==> src/rtl/fifo_arb_pkg.sv <==
// Shared types and default sizing for the FIFO write-port arbiter.
package fifo_arb_pkg;

    typedef enum logic {
        IDLE  = 1'b0,
        GRANT = 1'b1
    } state_t;

    localparam int NUM_REQ_DEF   = 4;
    localparam int MAX_BURST_DEF = 4;

endpackage

==> src/rtl/fifo_wr_arb_rr_pick.sv <==
// Combinational round-robin pick: the first requester at or after ptr, wrapping modulo N.
module rr_pick #(
    parameter int N = 4,
    parameter int W = $clog2(N)
) (
    input  logic [N-1:0] req,
    input  logic [W-1:0] ptr,
    output logic [W-1:0] winner,
    output logic         any_req
);

    // cand[k] is the requester index sitting k places after ptr
    logic [W-1:0] cand [N];
    logic [N-1:0] hit;

    genvar gi;
    generate
        for (gi = 0; gi < N; gi++) begin : g_rot
            assign cand[gi] = W'((int'(ptr) + gi) % N);
            assign hit[gi]  = req[cand[gi]];
        end
    endgenerate

    assign any_req = |hit;

    // Scan from the far end so the nearest hit to ptr is the one left standing
    always_comb begin
        winner = '0;
        for (int k = N - 1; k >= 0; k--) begin
            if (hit[k]) begin
                winner = cand[k];
            end
        end
    end

endmodule

==> src/rtl/fifo_wr_arb.sv <==
// Round-robin arbiter that lets one requester at a time burst beats into a FIFO write port.
module fifo_wr_arb
    import fifo_arb_pkg::*;
#(
    parameter int NUM_REQ    = NUM_REQ_DEF,
    parameter int FIFO_WIDTH = 32,
    parameter int MAX_BURST  = MAX_BURST_DEF
) (
    input  logic                                clk,
    input  logic                                rst,
    input  logic [NUM_REQ-1:0]                  req_valid,
    input  logic [NUM_REQ-1:0]                  req_last,
    input  logic [NUM_REQ-1:0][FIFO_WIDTH-1:0]  req_data,
    output logic [NUM_REQ-1:0]                  req_ready,
    input  logic                                full,
    output logic                                wr_en,
    output logic [FIFO_WIDTH-1:0]               wr_data,
    output logic [$clog2(NUM_REQ)-1:0]          grant_id,
    output logic                                busy
);

    localparam int ID_W  = $clog2(NUM_REQ);
    localparam int CNT_W = $clog2(MAX_BURST) + 1;
    localparam logic [CNT_W-1:0] CNT_MAX = CNT_W'(MAX_BURST);
    localparam logic [ID_W-1:0]  LAST_ID = ID_W'(NUM_REQ - 1);

    state_t            state_reg,  state_next;
    logic [ID_W-1:0]   grant_reg,  grant_next;
    logic [ID_W-1:0]   rr_ptr_reg, rr_ptr_next;
    logic [CNT_W-1:0]  cnt_reg,    cnt_next;
    logic [CNT_W-1:0]  cnt_inc;
    logic [ID_W-1:0]   winner;
    logic              any_req;

    rr_pick #(
        .N (NUM_REQ),
        .W (ID_W)
    ) u_rr_pick (
        .req     (req_valid),
        .ptr     (rr_ptr_reg),
        .winner  (winner),
        .any_req (any_req)
    );

    assign cnt_inc = cnt_reg + CNT_W'(1);

    always_comb begin
        state_next  = state_reg;
        grant_next  = grant_reg;
        rr_ptr_next = rr_ptr_reg;
        cnt_next    = cnt_reg;
        req_ready   = '0;
        wr_en       = 1'b0;
        wr_data     = '0;
        case (state_reg)
            IDLE: begin
                if (any_req) begin
                    grant_next = winner;
                    cnt_next   = '0;
                    state_next = GRANT;
                end
            end
            GRANT: begin
                req_ready[grant_reg] = !full;
                wr_en   = req_valid[grant_reg] && !full;
                wr_data = req_data[grant_reg];
                if (wr_en) begin
                    cnt_next = cnt_inc;
                    // Release at packet end or burst cap; a capped packet re-arbitrates for the rest
                    if (req_last[grant_reg] || (cnt_inc == CNT_MAX)) begin
                        state_next  = IDLE;
                        rr_ptr_next = (grant_reg == LAST_ID) ? '0 : grant_reg + ID_W'(1);
                    end
                end
            end
            default: state_next = IDLE;
        endcase
    end

    always_ff @(posedge clk) begin
        if (rst) begin
            state_reg  <= IDLE;
            grant_reg  <= '0;
            rr_ptr_reg <= '0;
            cnt_reg    <= '0;
        end else begin
            state_reg  <= state_next;
            grant_reg  <= grant_next;
            rr_ptr_reg <= rr_ptr_next;
            cnt_reg    <= cnt_next;
        end
    end

    assign grant_id = grant_reg;
    assign busy     = (state_reg == GRANT);

endmodule

==> config.mk <==
export PLATFORM = sky130hd
export DESIGN_NAME = fifo_wr_arb
export DESIGN_NICKNAME = d
export VERILOG_FILES = /design/src/rtl/fifo_arb_pkg.sv /design/src/rtl/fifo_wr_arb_rr_pick.sv /design/src/rtl/fifo_wr_arb.sv
export SDC_FILE = /design/constraint.sdc
export NUM_CORES = 1
export LEC_CHECK = 0
export CAP_MARGIN = 20
export CORE_UTILIZATION = 28
export CTS_CLUSTER_DIAMETER = 40
export DETAILED_ROUTE_END_ITERATION = 6
export PLACE_DENSITY = 0.9
export SLEW_MARGIN = 20
export SYNTH_ARGS = -nofsm -noshare
export SYNTH_HDL_FRONTEND = slang
export SYNTH_HIERARCHICAL = 1
export SYNTH_SLANG_ARGS = --single-unit
==> constraint.sdc <==
create_clock -name clk -period 1.86 [get_ports clk]
set_input_delay 0.279 -clock clk [delete_from_list [all_inputs] [get_ports clk]]
set_output_delay 0.279 -clock clk [all_outputs]
set_load 0.05 [all_outputs]
==> summary.md <==
| Metric | Value |
|---|---|
| Result of the run | complete, but fails checks |
| Failing checks | setup timing |
| Multi-input logic area | 0.00142 mm2 |
| Die height | 76.7 um |
| Width of the die | 76.7 um |
| Pins Over Slew Limit | 0 |
| Number of routed nets with antenna violations | 0 |
| Hold Path Class | flip-flop to flip-flop |
| Register area | 165 um2 |
| Tmin final | 1960 ps |
| Share of the cycle needed by the critical path after routing | 105% |
| Post-DP HPWL | 5970 um |
| Residual DRC | 0 |
| Synthesized net count | 289 |
| Via count of the routed design | 2050 |
| Crit path arrival time | 1680 ps |
| Hold_buf cts | 0 |
| 1st-iter DRT viols | 34 |
| Total setup violations reported at the end of the flow | 33 |
| Count of distinct cell types in the synthesized netlist | 28 |
| Sequential share of the synthesized area | 10.2% |
| Type of element launching the critical path | flip-flop |
| Clock slew at reported path FFs | 50 ps |
| Routed wire length | 7460 um |
| Max Cap Violations | 0 |
| Required time worst endpoint | 1580 ps |
| H-tree depth | 1 |
| Summed instance area of the synthesized netlist | 0.00156 mm2 |
| Headroom to the max-slew limit | 73.7% |
| Library cell used as clock root buffer | sky130_fd_sc_hd__clkbuf_8 |
| Number of antenna violations at the first check in global routing | 0 |
| Total global routing track utilization | 25.4% |
| Category of the worst setup path capture point | output pin |
| Yosys top cell area share | 44.7% |
| Pin count of the biggest net entering global routing | 37 |
| Total Nets Final | 477 |
| First-pass GRT wire length | 11400 um |
| Min setup slack post-route | -98.7 ps |
| Utilization after layout | 73.4% |
| Clock latency on the worst-skew pair | 240 ps |
| Number of inserted filler cells in the final layout | 364 |
| Clock tree from TritonCTS | done |
| Power per unit of standard cell area | 394 mW/mm2 |
| Share of flip-flops with an asynchronous set or reset after synthesis | 0% |
| Setup repair after global routing missed its margin | true |
| Average vias per placed instance | 5.11 |
| Worst IR drop on VDD | 0.299 mV |
| Most frequent cell after synthesis | sky130_fd_sc_hd__and2_1 |
| Total leakage power | 1.50 nW |
| Register bit count reported by yosys | 8 |
| TritonCTS buffer count | 3 |
| Least-Margin Pin Slew | 395 ps |
| Post-Place Cells | 393 |
| Maximum buffer depth of the clock tree | 2 |
| Initial standard-cell utilization of the core | 29.8% |
| Via count of the first global-routing pass | 2187 |
| Warning count from the yosys run | 6 |
| Number of ports placed on the die boundary | 179 |
| Average routed wire per standard cell | 18.6 um |
| Core Region | 0.00524 mm2 |
| Cell type with the highest aggregate area in the netlist | sky130_fd_sc_hd__mux4_2 |
| Number of hold violations in the final report | 0 |
| Clock sink count | 8 |
| Count of input and output buffers | 178 |
| Number of synthesized flops with an enable pin | 0 |
| Remaining global-route overflow | 0 |
| Primary flip-flop cell chosen by synthesis mapping | sky130_fd_sc_hd__dfxtp_1 |
| Final Instance Count excl. Fillers | 401 |
| Area growth from synthesis to layout | 146% |
| Placer congestion estimate | 0.890 |
| Synth cell count leaders | sky130_fd_sc_hd__and2_1 (36), sky130_fd_sc_hd__mux4_2 (31), sky130_fd_sc_hd__a21oi_1 (8), sky130_fd_sc_hd__dfxtp_1 (8), sky130_fd_sc_hd__nor2_1 (7) |
| Floorplan die area | 0.00588 mm2 |
| Number of core rows | 26 |
| Antenna cell count | 0 |
| Crit-path max FO | 13 |
| Total iterations of the first detailed-routing run | 4 |
| Category of the most critical setup path | flip-flop to output pin |
| Mapped Avg Cell Area | 10.9 um2 |
| Mapped Cells | 144 |
| Largest register FFs | 3 |
| Fmax | 511 MHz |
| Synth top area cells | sky130_fd_sc_hd__mux4_2 (45%), sky130_fd_sc_hd__and2_1 (14%), sky130_fd_sc_hd__dfxtp_1 (10%) |
| Max Clock Skew | 5.31 ps |
| Fraction of final layout cells with drive strength greater than 1 | 39.9% |
| Post-Place Setup Slack | -25.3 ps |
per-stage QoR:
stage          cell area (um2)  TNS [ps]  hold WS, ps  power [W]
3_5_place_dp              3610     -67.9          506    0.00121
6_report                  3840     -1640          507    0.00152
4_1_cts                   3790     -1300          512    0.00150
3_3_place_gp              3610         0          494    0.00119
5_1_grt                   3840     -3500          550    0.00158
2_1_floorplan             1650         0          454   0.000724
cell usage in the layout, fill, tap and decap left out, types with 2 or more instances in the layout:
cell type / synthesis / routed
sky130_fd_sc_hd__clkdlybuf4s50_1: 0 / 138
sky130_fd_sc_hd__buf_6: 1 / 33
sky130_fd_sc_hd__ha_1: 6 / 6
sky130_fd_sc_hd__mux4_2: 31 / 34
sky130_fd_sc_hd__buf_4: 0 / 10
sky130_fd_sc_hd__dfxtp_1: 8 / 6
sky130_fd_sc_hd__o21ai_0: 3 / 3
sky130_fd_sc_hd__a21oi_1: 8 / 7
sky130_fd_sc_hd__mux2i_1: 2 / 2
sky130_fd_sc_hd__inv_1: 3 / 2
sky130_fd_sc_hd__nand3_1: 2 / 2
sky130_fd_sc_hd__and2_4: 0 / 32
sky130_fd_sc_hd__a211oi_1: 2 / 2
sky130_fd_sc_hd__buf_12: 0 / 13
sky130_fd_sc_hd__and2_1: 36 / 4
sky130_fd_sc_hd__clkbuf_8: 0 / 3
sky130_fd_sc_hd__nand2_1: 6 / 6
sky130_fd_sc_hd__nand2b_1: 3 / 3
sky130_fd_sc_hd__nor2_1: 7 / 7
sky130_fd_sc_hd__nor2b_1: 3 / 3
layer usage:
layer	part of all wire [%]	GRT usage (%)	vias up
met5	0	0	-
met4	3.4	10.0	0
met3	8.7	7.74	22
met2	55	48.1	124
met1	33	25.4	976
li1	-	-	928
repair_timing:
action	4_1_cts	5_1_grt
cloned	0	1
resized for setup	39	7
endpoints found under the setup margin	33	37
setup buffers	2	1
report_power, final:
part	internal (W)	switching [W]
Combinational	0.000636	0.000458
Sequential	0.000178	0.0000117
Clock	0.000150	0.0000812
area by class of cell:
| type | count | share of cell area (%) |
|---|---|---|
| Timing Repair Buffer | 195 | 55.0 |
| Inverter | 3 | 0.358 |
| Clock buffer | 4 | 1.17 |
| Sequential cell | 8 | 4.30 |
| Multi-Input combinational cell | 121 | 36.9 |
| Tap cell | 70 | 2.28 |
critical path, stage by stage, from the launching register on:
cell and delay (ps):
sky130_fd_sc_hd__dfxtp_4 410, sky130_fd_sc_hd__buf_12 180, sky130_fd_sc_hd__mux4_2 530, sky130_fd_sc_hd__and2_4 180, sky130_fd_sc_hd__buf_6 140
kinds of logic after synthesis:
kind of cell	after synthesis	synth area share [%]
AO/OA/AOI/OAI	16	6.16
XOR/XNOR	1	0.561
adder cells (fa/ha/maj)	6	4.80
flip-flops	8	10.2
AND/OR/NAND/NOR	62	22.8
multiplexers	36	51.0
buffers and inverters	15	4.40
final timing paths:
path	slack (ps)	cells after the start	startpoint	endpoint
hold reg to reg	510	2	cnt_reg[2]	cnt_reg[2]
setup reg to reg	110	6	grant_id[0]	cnt_reg[1]
hold / removal	510	2	cnt_reg[2]	cnt_reg[2]
setup / recovery	-100	4	grant_id[0]	wr_data[22]
(Power assumes the default switching activity.)
